--- src/rtl/spi_tx_shift_register.sv ---
// spi_tx_shift_register: parallel-in / serial-out shifter for the SPI TX path.
// A WIDTH-bit word is taken over a valid/ready handshake and then shifted out
// one bit per io_enable strobe on the registered io_out line. io_done pulses
// for one cycle after the last bit has been consumed.
// Build option: define SPI_TX_LSB_FIRST_EN to transmit LSB first (shift right);
// by default the word is sent MSB first (shift left).
module spi_tx_shift_register #(
    parameter int WIDTH = 8
) (
    input  logic             clock,
    input  logic             reset,
    input  logic             io_load_valid,
    input  logic [WIDTH-1:0] io_load_data,
    output logic             io_load_ready,
    input  logic             io_enable,
    output logic             io_out,
    output logic             io_busy,
    output logic             io_done
);

    localparam int CNT_W = (WIDTH > 2) ? $clog2(WIDTH) : 1;

    typedef enum logic [0:0] {
        ST_IDLE  = 1'b0,
        ST_SHIFT = 1'b1
    } state_e;

    state_e           state_q, state_d;
    logic [WIDTH-1:0] shreg_q, shreg_d;
    logic [CNT_W-1:0] cnt_q, cnt_d;
    logic             out_q, out_d;
    logic             done_q, done_d;

    // Advance the word by one bit position in the transmit direction.
    function automatic logic [WIDTH-1:0] shift_word(input logic [WIDTH-1:0] w);
`ifdef SPI_TX_LSB_FIRST_EN
        return {1'b0, w[WIDTH-1:1]};
`else
        return {w[WIDTH-2:0], 1'b0};
`endif
    endfunction

    // The bit of a word that is currently presented on the serial line.
    function automatic logic line_bit(input logic [WIDTH-1:0] w);
`ifdef SPI_TX_LSB_FIRST_EN
        return w[0];
`else
        return w[WIDTH-1];
`endif
    endfunction

    // Ready is a pure function of the state so upstream sees it without delay.
    assign io_load_ready = (state_q == ST_IDLE);
    assign io_busy       = (state_q == ST_SHIFT);
    assign io_out        = out_q;
    assign io_done       = done_q;

    // State register with synchronous, high-priority reset.
    always_ff @(posedge clock) begin
        if (reset) begin
            state_q <= ST_IDLE;
            shreg_q <= {WIDTH{1'b0}};
            cnt_q   <= {CNT_W{1'b0}};
            out_q   <= 1'b0;
            done_q  <= 1'b0;
        end else begin
            state_q <= state_d;
            shreg_q <= shreg_d;
            cnt_q   <= cnt_d;
            out_q   <= out_d;
            done_q  <= done_d;
        end
    end

    // Next-state logic: load in IDLE, shift/terminate on strobes in SHIFT.
    always_comb begin
        state_d = state_q;
        shreg_d = shreg_q;
        cnt_d   = cnt_q;
        out_d   = out_q;
        done_d  = 1'b0;
        case (state_q)
            ST_IDLE: begin
                if (io_load_valid) begin
                    state_d = ST_SHIFT;
                    shreg_d = io_load_data;
                    cnt_d   = CNT_W'(WIDTH - 1);
                    out_d   = line_bit(io_load_data);
                end else begin
                    // io_enable has no effect while idle; line rests low.
                    out_d = 1'b0;
                end
            end
            ST_SHIFT: begin
                if (io_enable) begin
                    if (cnt_q != {CNT_W{1'b0}}) begin
                        shreg_d = shift_word(shreg_q);
                        cnt_d   = cnt_q - CNT_W'(1);
                        out_d   = line_bit(shreg_d);
                    end else begin
                        // Final bit consumed: return to idle and flag completion.
                        state_d = ST_IDLE;
                        shreg_d = {WIDTH{1'b0}};
                        out_d   = 1'b0;
                        done_d  = 1'b1;
                    end
                end else begin
                    // No strobe: everything holds, io_out stays stable.
                    out_d = out_q;
                end
            end
            default: begin
                state_d = ST_IDLE;
                shreg_d = {WIDTH{1'b0}};
                cnt_d   = {CNT_W{1'b0}};
                out_d   = 1'b0;
            end
        endcase
    end

endmodule

--- config.mk ---
export PLATFORM = sky130hd
export DESIGN_NAME = spi_tx_shift_register
export DESIGN_NICKNAME = d
export VERILOG_FILES = /design/src/rtl/spi_tx_shift_register.sv
export SDC_FILE = /design/constraint.sdc
export NUM_CORES = 1
export LEC_CHECK = 0
export ABC_CLOCK_PERIOD_IN_PS = 4000
export CAP_MARGIN = 20
export CORE_MARGIN = 5
export CORE_UTILIZATION = 50
export CTS_CLUSTER_DIAMETER = 30
export CTS_CLUSTER_SIZE = 25
export DETAILED_ROUTE_END_ITERATION = 10
export DONT_BUFFER_PORTS = 1
export PLACE_DENSITY_LB_ADDON = 0.12
export SLEW_MARGIN = 20
export SYNTH_ARGS = -nofsm -noshare
export SYNTH_HDL_FRONTEND = slang
export SYNTH_SLANG_ARGS = --single-unit
--- constraint.sdc ---
create_clock -name clock -period 4 [get_ports clock]
set_clock_uncertainty 0.05 [all_clocks]
set_input_delay 0.6 -clock clock [delete_from_list [all_inputs] [get_ports clock]]
set_output_delay 0.6 -clock clock [all_outputs]
set_load 0.05 [all_outputs]
==> results of run 1 <==
## cell families after synthesis
family	after synthesis
and+or+nand+nor	28
buffers and inverters	9
adders and majority gates	2
DFF	13
AOI/OAI and AO/OA	21
muxes	1
## sequential cells by signal, summed over array words and instances (netlist names)
signal,flops
io_done,1
shreg_q,7
io_out,1
io_busy,1
cnt_q,3
## Yosys cell counts
| master | count |
|---|---|
| or3_1 | 1 |
| ha_1 | 2 |
| nand2_1 | 3 |
| buf_6 | 2 |
| inv_1 | 4 |
| nor2b_1 | 1 |
| buf_4 | 2 |
| nand3_1 | 8 |
| nand2b_1 | 1 |
| dfxtp_1 | 13 |
| clkbuf_1 | 1 |
| nor2_1 | 8 |
| a21oi_1 | 2 |
| nor3_1 | 2 |
| nand2_2 | 1 |
| o21ai_0 | 6 |
| mux2_4 | 1 |
| a311oi_2 | 1 |
| a211oi_1 | 8 |
| o22ai_1 | 1 |
| nor2b_4 | 1 |
| nand2b_2 | 1 |
| nand2b_4 | 1 |
| a311oi_1 | 3 |
## power by group through the flow
stage,Clock (mW),Sequential (mW),Combinational (mW)
after floorplan,0,0.156,0.0553
after global placement,0,0.155,0.0586
after detailed placement,0,0.155,0.0593
after CTS,0.0880,0.152,0.0594
after global routing,0.0934,0.153,0.0666
final,0.0839,0.152,0.0588
## worst max-delay path by stage
| stage | startpoint | end | cells after the start |
|---|---|---|---|
| after detailed placement | io_busy$_SDFF_PP0_ | shreg_q[1]$_SDFFE_PP0P_ | 4 |
| after global routing | io_busy$_SDFF_PP0_ | io_busy | 1 |
| after CTS | io_busy$_SDFF_PP0_ | io_busy | 1 |
| after global placement | io_busy$_SDFF_PP0_ | shreg_q[6]$_SDFFE_PP0P_ | 4 |
| final | io_busy$_SDFF_PP0_ | io_busy | 1 |
| after floorplan | io_busy$_SDFF_PP0_ | io_load_ready | 3 |
## layout make-up
class                      instances  area, sq um
tap                               15         18.8
sequential                        13          260
timing repair buffer               1         7.51
fill                             128          601
inverter                           4         15.0
clock buffer                       4         26.3
multi-input combinational         52          340
## through the flow
stage          cell area [sq um]   util  setup WS, ns
2_1_floorplan                657      -          2.17
3_3_place_gp                 642  0.506          2.65
3_5_place_dp                 642  0.506          2.62
4_1_cts                      668  0.527          2.37
5_1_grt                      668  0.527          2.33
6_report                     668  0.527          2.39
## routing by layer
metal | up-vias | share of wire
met2 | 15 | 0.41
met4 | 0 | 0.023
met5 | - | 0
met3 | 4 | 0.060
met1 | 228 | 0.51
li1 | 265 | -
==> metrics.yaml, run 1 <==
global_route:
  met3_usage: 0.0508
  grt_pass1_vias: 502
  use_met2: 0.190
  grt_pass1_wl_mm: 2.17
  grtUsageTotal: 0.144
  top_usage_layer: "met2"
  grt_max_degree: 17
  grtUsageMet1: 0.188
  grt.overflow.total: 0
  antenna_found_initial: 0
placed_design:
  place.gp.congestion: 0.698
  dp_cells: 85
  place_hpwl_um: 887
  port_buffers: 0
synth:
  synth-adder-area-share: 0.0381
  yosysTopAreaCellShare: 0.396
  ys_ff_latch: 13
  synthSimpleGateAreaFrac: 0.232
  synth_top_cell_by_area: "dfxtp_1"
  seq_area_frac_synth: 0.396
  synth_nets: 88
  yosysUniqueCellTypes: 24
  synth_top_family_by_area: "simple AND/OR/NAND/NOR gates"
  synth.area.top_cells: "dfxtp_1 40%, a211oi_1 9.1%, nand3_1 6.1%"
  avgSynthCellArea_sq_um: 8.88
  yosys_warnings: 0
  synthMuxAreaShare: 0.0229
  synth_compound_gate_area_share: 0.225
  syn_inst: 74
  syn_area_sq_um: 657
  synth_xor_area_frac: 0
sta:
  relSlewSlack: 0.660
  hold_viol: 0
  fin_crit_ns: 1.61
  tns_ns: 0
  rsz0062_at_grt: "false"
  clock.fmax_mhz: 621
  finalCritPeriodShare: 0.402
  worstMarginPinSlew_ns: 0.509
  holdWs_ns: 0.327
  finalMaxSlewViolations: 0
  setup_violations: 0
floorplan:
  core_area_sq_um: 1270
  fp.dieArea_sq_um: 2140
  num_rows: 13
  die_x_um: 46.2
  pin_count: 16
  start_util: 0.518
  die_h_um: 46.2
hold_path:
  hold_path_depth: 1
  hp-start: "reset"
  min_to: "io_out$_SDFFE_PP0P_"
  hp-class: "in -> reg"
power_and_ir_drop:
  powerDensity_nw_per_um2: 441
  combPwrFrac: 0.200
  netSwitchingFraction: 0.312
  switching_power_uw: 91.9
  p_clk_frac: 0.285
  power_uw: 295
  sequentialPowerShare: 0.515
  internal_power_uw: 203
  leakage_nw: 0.244
  max-vdd-ir-drop_mv: 0.157
cells_and_area:
  nets: 89
  fin_cells: 89
  final_common_cell: "dfxtp_1"
  drive_above_1_share: 0.135
  area_growth_syn_to_layout_pct: 1.71
  num_antenna_cells: 0
  mostFrequentLayoutCells: "13 x dfxtp_1, 8 x a211oi_1, 8 x nor2_1, 8 x nand3_1, 6 x o21ai_0"
critical_path:
  cpMaxStageDelayCell: "dfxtp_1"
  start_kind: "register"
  worstReg2RegStart: "io_busy$_SDFF_PP0_"
  crit_buf_inv: 1
  critPathMaxFanout: 16
  crit_type: "reg -> out"
  max_stage_delay_ns: 0.36
  r2r_cells: 4
  endpoint_kind: "output port"
  rr_endpoint: "shreg_q[6]$_SDFFE_PP0P_"
  r2r_slack_ns: 2.61
  worstPathCellList: "buf_4"
  cp_top_family: "flip-flops"
  cp.arrival_ns: 0.96
  required_ns: 3.35
detailed_routing:
  drt-wirelength-per-cell_um: 14.4
  vias_per_cell: 5.75
  dr.pass1.iters: 4
  routed_wl_mm: 1.28
  drc: 0
  vias: 512
  drt_iter0_markers: 10
  ant_nets: 0
clock_network:
  cts_setup_buffers: 0
  htreeDepth: 1
  clockBufferDepth: 2
  path_clk_slew_ns: 0.08
  cts_hold_buf: 0
  cts_buffers: 3
  cts_resized: 0
  cts_tree: "done"
  cts-root-buf: "clkbuf_4"
  cts.sinks: 13
  insertion_delay_ns: 0.28
flow_run:
  cap_violations: 0
status:
  status: "complete, no violations"
Power figures use the tool's default switching activity.
==> run 2: changes to the inputs <==
--- a/config.mk
+++ b/config.mk
@@ -5,7 +5,7 @@
 export SDC_FILE = /design/constraint.sdc
 export NUM_CORES = 1
 export LEC_CHECK = 0
-export ABC_CLOCK_PERIOD_IN_PS = 4000
+export ABC_CLOCK_PERIOD_IN_PS = 1600
 export CAP_MARGIN = 20
 export CORE_MARGIN = 5
 export CORE_UTILIZATION = 50
==> constraint.sdc (replaced) <==
create_clock -name clock -period 1.6 [get_ports clock]
set_clock_uncertainty 0.05 [all_clocks]
set_input_delay 0.24 -clock clock [delete_from_list [all_inputs] [get_ports clock]]
set_output_delay 0.24 -clock clock [all_outputs]
set_load 0.05 [all_outputs]
==> run 2 against run 1 <==
Compared with the run above:
- clock power up 140%
- combinational power rose to 2.8 times the previous value
- first-iteration DRC count up 30%
- non-clock buffer count up 4
- via count up 6.8%
- flip-flop and latch count unchanged
- die area unchanged
- utilization up 2.7 points
- count of clock-buffer cells in the layout unchanged
- critical endpoint unchanged
==> metrics.yaml, run 2 (synthesis gave the netlist of run 1 again) <==
detailed_routing:
  drt_iter0_markers: 13  # was 10
  ant_nets: 0  # unchanged
  drt-wirelength-per-cell_um: 14.4  # about the same
  topRoutingLayerUsed: "met4"  # unchanged
  vias_per_cell: 5.88  # was 5.75
  dr.pass1.iters: 4  # unchanged
  vias: 547  # was 512
  wl_met2_um: 561  # was 524 um
  met3_length_um: 122  # was 77 um
  drt-met1-wl_um: 635  # was 652 um
  routed_wl_mm: 1.34  # was 1.28 mm
  drc: 0  # unchanged
sta:
  clock.fmax_mhz: 686
  tns_ns: 0  # unchanged
  fin_crit_ns: 1.46
  rsz0062_at_grt: "false"  # unchanged
  setup_violations: 0  # unchanged
  finalMaxSlewViolations: 0  # unchanged
  relSlewSlack: 0.662  # was 0.660
  worstMarginPinSlew_ns: 0.505  # was 0.509 ns
  holdWs_ns: 0.0460  # was 0.327 ns
  setup_ws_ns: 0.141  # was 2.39 ns
  hold_viol: 0  # unchanged
  finalCritPeriodShare: 0.912
critical_path:
  max_stage_delay_ns: 0.46  # was 0.36 ns
  worstPathCellList: "buf_4 -> buf_4"  # was buf_4
  crit_type: "reg -> out"  # unchanged
  r2r_slack_ns: 0.23  # was 2.61 ns
  rr_endpoint: "cnt_q[2]$_SDFFE_PP0P_"  # was shreg_q[6]$_SDFFE_PP0P_
  critPathMaxFanout: 10  # was 16
  start_kind: "register"  # unchanged
  endpoint_kind: "output port"  # unchanged
  cp.arrival_ns: 1.17  # was 0.96 ns
  critPathMostFrequentCell: "buf_4"
  cpMaxStageDelayCell: "dfxtp_2"  # was dfxtp_1
  required_ns: 1.31  # was 3.35 ns
  r2r_cells: 5  # was 4
  worstReg2RegStart: "cnt_q[0]$_SDFFE_PP0P_"  # was io_busy$_SDFF_PP0_
cells_and_area:
  fin_area_sq_um: 702  # was 668 sq um
  regMostFlops: "shreg_q"  # unchanged
  nets: 93  # was 89
  utilization: 0.553  # was 0.527
  largest_reg_flops: 7  # unchanged
  drive_above_1_share: 0.179  # was 0.135
  area_growth_syn_to_layout_pct: 6.86  # was 1.71%
  final_common_cell: "dfxtp_1"  # unchanged
  largestRegisters: "shreg_q: 7 flops, cnt_q: 3 flops"  # unchanged
  fin_cells: 93  # was 89
  mostFrequentLayoutCells: "12 x dfxtp_1, 8 x a211oi_1, 8 x nor2_1, 8 x nand3_1, 6 x o21ai_0"  # was 13 x dfxtp_1, 8 x a211oi_1, 8 x nor2_1, 8 x nand3_1, 6 x o21ai_0
  num_antenna_cells: 0  # unchanged
clock_network:
  cts_setup_buffers: 0  # unchanged
  cts.sinks: 13  # unchanged
  htreeDepth: 1  # unchanged
  cts_tree: "done"  # unchanged
  clockBufferDepth: 2  # unchanged
  insertion_delay_ns: 0.28  # about the same
  cts_buffers: 3  # unchanged
  path_clk_slew_ns: 0.07  # was 0.08 ns
  cts-root-buf: "clkbuf_4"  # unchanged
floorplan:
  start_util: 0.518  # unchanged
  num_rows: 13  # unchanged
  core_area_sq_um: 1270  # unchanged
  fp.dieArea_sq_um: 2140  # unchanged
  pin_count: 16  # unchanged
  die_x_um: 46.2  # unchanged
  die_h_um: 46.2  # unchanged
hold_path:
  hp-class: "in -> reg"  # unchanged
  min_to: "shreg_q[0]$_SDFFE_PP0P_"  # was io_out$_SDFFE_PP0P_
  hold_path_depth: 2  # was 1
  hp-start: "io_load_data[0]"  # was reset
placed_design:
  place.gp.congestion: 0.724  # was 0.698
  dp_cells: 88  # was 85
  placement.cell_area_sq_um: 664  # was 642 sq um
  port_buffers: 0  # unchanged
  dp_slack_ns: 0.249  # was 2.62 ns
  place_hpwl_um: 921  # was 887 um
power_and_ir_drop:
  powerDensity_nw_per_um2: 1070  # was 441 nW/um^2
  power_uw: 748  # was 295 uW
  leakage_nw: 0.264  # was 0.244 nW
  max-vdd-ir-drop_mv: 0.585  # was 0.157 mV
status:
  status: "complete, no violations"  # unchanged
global_route:
  grt_pass1_wl_mm: 2.19  # was 2.17 mm
  antenna_found_initial: 0  # unchanged
  grt_max_degree: 14  # was 17
  grtUsageTotal: 0.144  # about the same
  grt_pass1_vias: 488  # was 502
  grt.overflow.total: 0  # unchanged
flow_run:
  cap_violations: 0  # unchanged
## run 2: worst max-delay path: cells and delay by family (launching register included)
family                 cells  cell delay (ns)
DFF                        1             0.46
buffers and inverters      2             0.43
## run 2: worst max-delay path by stage
stage	startpoint	endpoint	slack, ns	depth (start not counted)
5_1_grt	io_busy$_SDFF_PP0_	io_busy	0.09	2
2_1_floorplan	io_busy$_SDFF_PP0_	io_load_ready	0.13	3
4_1_cts	io_busy$_SDFF_PP0_	io_busy	0.002	2
6_report	io_busy$_SDFF_PP0_	io_busy	0.14	2
3_5_place_dp	cnt_q[0]$_SDFFE_PP0P_	cnt_q[2]$_SDFFE_PP0P_	0.25	5
3_3_place_gp	cnt_q[0]$_SDFFE_PP0P_	cnt_q[2]$_SDFFE_PP0P_	0.28	5
## run 2: cell type report
class | count | area [sq um]
Sequential cell | 13 | 262
Clock buffer | 4 | 26.3
Tap cell | 15 | 18.8
Fill cell | 129 | 567
Inverter | 4 | 15.0
Timing Repair Buffer | 5 | 40.0
Multi-Input combinational cell | 52 | 340
## run 2: power breakdown
group	internal (mW)	leakage (nW)	switching, mW	total (mW)
sequential	0.354	0.108	0.0255	0.379
combinational	0.0661	0.141	0.101	0.167
clock	0.0968	0.0150	0.105	0.202
## run 2: repair_timing
item                                    in CTS  in global routing
endpoints found under the setup margin       0                  1
hold buffers                                 1                  0
endpoints found under the hold margin       13                  0
gates resized for setup                      0                  1
## run 2: metal layers
metal  up-vias  global-route usage
li1        277                   -
met1       253               0.186
met2        13               0.198
met3         4              0.0781
met4         0              0.0511
met5         -                   0
==> run 3: changes to the inputs <==
--- a/config.mk
+++ b/config.mk
@@ -7,8 +7,7 @@
 export LEC_CHECK = 0
 export ABC_CLOCK_PERIOD_IN_PS = 1600
 export CAP_MARGIN = 20
-export CORE_MARGIN = 5
-export CORE_UTILIZATION = 50
+export CORE_UTILIZATION = 40
 export CTS_CLUSTER_DIAMETER = 30
 export CTS_CLUSTER_SIZE = 25
 export DETAILED_ROUTE_END_ITERATION = 10
==> run 3 against run 2 <==
Compared with the run above:
- combinational power is 3% higher
- register-to-register slack hardly changed
- fmax is 0.82% higher
- worst setup slack better by 0.012 ns
- via count is 2.6% lower
- flip-flop and latch count stayed put
- sequential share of layout area is 0.57 points lower
- first-iteration DRC count is 7.7% lower
- clock power hardly changed
==> metrics.yaml, run 3 (synthesis gave the netlist of run 1 again) <==
clock_network:
  cts_resized: 0  # unchanged
  htreeDepth: 1  # unchanged
  insertion_delay_ns: 0.27  # was 0.28 ns
  cts.sinks: 13  # unchanged
  cts-root-buf: "clkbuf_4"  # unchanged
  cts_setup_buffers: 0  # unchanged
  clockBufferDepth: 2  # unchanged
  cts_buffers: 3  # unchanged
  cts_tree: "done"  # unchanged
  path_clk_slew_ns: 0.08  # was 0.07 ns
detailed_routing:
  dr.pass1.iters: 4  # unchanged
  routed_wl_mm: 1.38  # was 1.34 mm
  drt_iter0_markers: 12  # was 13
  vias_per_cell: 5.61  # was 5.88
  drt-wirelength-per-cell_um: 14.5  # was 14.4 um
  drc: 0  # unchanged
  ant_nets: 0  # unchanged
  vias: 533  # was 547
floorplan:
  core_area_sq_um: 1520  # was 1270 sq um
  start_util: 0.431  # was 0.518
  die_h_um: 42.5  # was 46.2 um
  fp.dieArea_sq_um: 1810  # was 2140 sq um
  pin_count: 16  # unchanged
  num_rows: 14  # was 13
  die_x_um: 42.5  # was 46.2 um
sta:
  worstMarginPinSlew_ns: 0.551  # was 0.505 ns
  clock.fmax_mhz: 691  # was 686 MHz
  tns_ns: 0  # unchanged
  hold_viol: 0  # unchanged
  relSlewSlack: 0.631  # was 0.662
  finalMaxSlewViolations: 0  # unchanged
  fin_crit_ns: 1.45  # was 1.46 ns
  setup_violations: 0  # unchanged
  rsz0062_at_grt: "false"  # unchanged
  finalCritPeriodShare: 0.904  # was 0.912
power_and_ir_drop:
  leakage_nw: 0.268  # was 0.264 nW
  internal_power_uw: 518  # was 517 uW
  switching_power_uw: 232  # was 231 uW
  powerDensity_nw_per_um2: 1060  # was 1070 nW/um^2
  combPwrFrac: 0.230  # was 0.223
  max-vdd-ir-drop_mv: 0.470  # was 0.585 mV
  sequentialPowerShare: 0.501  # was 0.507
  netSwitchingFraction: 0.309  # about the same
  p_clk_frac: 0.270  # about the same
critical_path:
  endpoint_kind: "output port"  # unchanged
  crit_type: "reg -> out"  # unchanged
  r2r_slack_ns: 0.23  # about the same
  cp.arrival_ns: 1.16  # was 1.17 ns
  r2r_cells: 5  # unchanged
  start_kind: "register"  # unchanged
  required_ns: 1.31  # about the same
  crit_path_end: "io_busy"  # unchanged
  critPathMaxFanout: 8  # was 10
  worstReg2RegStart: "cnt_q[0]$_SDFFE_PP0P_"  # unchanged
  rr_endpoint: "cnt_q[2]$_SDFFE_PP0P_"  # unchanged
  crit_start: "io_busy$_SDFF_PP0_"  # unchanged
global_route:
  grt_pass1_wl_mm: 2.33  # was 2.19 mm
  grt_max_degree: 14  # unchanged
  grtUsageTotal: 0.171  # was 0.144
  antenna_found_initial: 0  # unchanged
  grt_pass1_vias: 539  # was 488
  grt.overflow.total: 0  # unchanged
flow_run:
  cap_violations: 0  # unchanged
cells_and_area:
  area_growth_syn_to_layout_pct: 8.00  # was 6.86%
  final_common_cell: "dfxtp_1"  # unchanged
  num_antenna_cells: 0  # unchanged
  fin_area_sq_um: 709  # was 702 sq um
  fill_cells: 164  # was 129
  regMostFlops: "shreg_q"  # unchanged
  largest_reg_flops: 7  # unchanged
  drive_above_1_share: 0.177  # was 0.179
  nets: 94  # was 93
  largestRegisters: "shreg_q: 7 flops, cnt_q: 3 flops"  # unchanged
  mostFrequentLayoutCells: "13 x dfxtp_1, 8 x a211oi_1, 8 x nor2_1, 8 x nand3_1, 6 x o21ai_0"  # was 12 x dfxtp_1, 8 x a211oi_1, 8 x nor2_1, 8 x nand3_1, 6 x o21ai_0
placed_design:
  place_hpwl_um: 924  # was 921 um
  placement.cell_area_sq_um: 673  # was 664 sq um
  port_buffers: 0  # unchanged
  place.gp.congestion: 0.697  # was 0.724
status:
  status: "complete, no violations"  # unchanged
hold_path:
  hp-class: "in -> reg"  # unchanged
  hold_path_depth: 2  # unchanged
run 3: metal layers:
layer  part of all wire  vias up  routed length (um)  track usage
met4             0.0080        0                  11       0.0938
met1               0.47      244                 647        0.205
met3              0.043        2                  60       0.0474
li1                   -      278                   -            -
met2               0.48        9                 660        0.274
met5                  0        -                   0            0
run 3: area by class of cell:
class / count / area, sq um / share of cell area
Clock buffer: 4 / 26.3 / 0.0370
Inverter: 4 / 15.0 / 0.0212
Multi-Input combinational cell: 52 / 340 / 0.480
Sequential cell: 13 / 260 / 0.367
Tap cell: 16 / 20.0 / 0.0282
Timing Repair Buffer: 6 / 47.5 / 0.0670
run 3: worst min path at each step:
stage | start | end | slack, ns
6_report | io_load_data[0] | shreg_q[0]$_SDFFE_PP0P_ | 0.05
5_1_grt | io_load_data[0] | shreg_q[0]$_SDFFE_PP0P_ | 0.04
4_1_cts | io_load_data[0] | shreg_q[0]$_SDFFE_PP0P_ | 0.04
3_5_place_dp | reset | io_out$_SDFFE_PP0P_ | 0.26
3_3_place_gp | reset | io_out$_SDFFE_PP0P_ | 0.26
2_1_floorplan | reset | io_out$_SDFFE_PP0P_ | 0.26
run 3: power by group through the flow:
stage          Combinational, mW  Clock, mW  Sequential, mW
6_report                   0.172      0.202           0.376
5_1_grt                    0.191      0.230           0.380
4_1_cts                    0.174      0.213           0.376
3_5_place_dp               0.167          0           0.383
3_3_place_gp               0.166          0           0.383
2_1_floorplan              0.138          0           0.391
run 3: repair_timing:
| action | 4_1_cts | 5_1_grt |
|---|---|---|
| hold buffers | 1 | 0 |
| hold endpoints to repair | 13 | 0 |
| endpoints found under the setup margin | 0 | 0 |
run 3: metrics by stage:
step / hold slack [ns] / worst slack, ns / total power, mW / std cells / utilization
3_5_place_dp: 0.262 / 0.251 / 0.550 / 90 / 0.442
4_1_cts: 0.0383 / 0.148 / 0.763 / 95 / 0.466
5_1_grt: 0.0405 / 0.0894 / 0.801 / 95 / 0.466
3_3_place_gp: 0.260 / 0.280 / 0.549 / 90 / 0.442
6_report: 0.0504 / 0.153 / 0.750 / 95 / 0.466
2_1_floorplan: 0.258 / 0.130 / 0.529 / 74 / -
run 3: critical path, stage by stage, from the launching register on:
cell and delay [ns]:
dfxtp_1 0.47, buf_4 0.21, buf_4 0.20
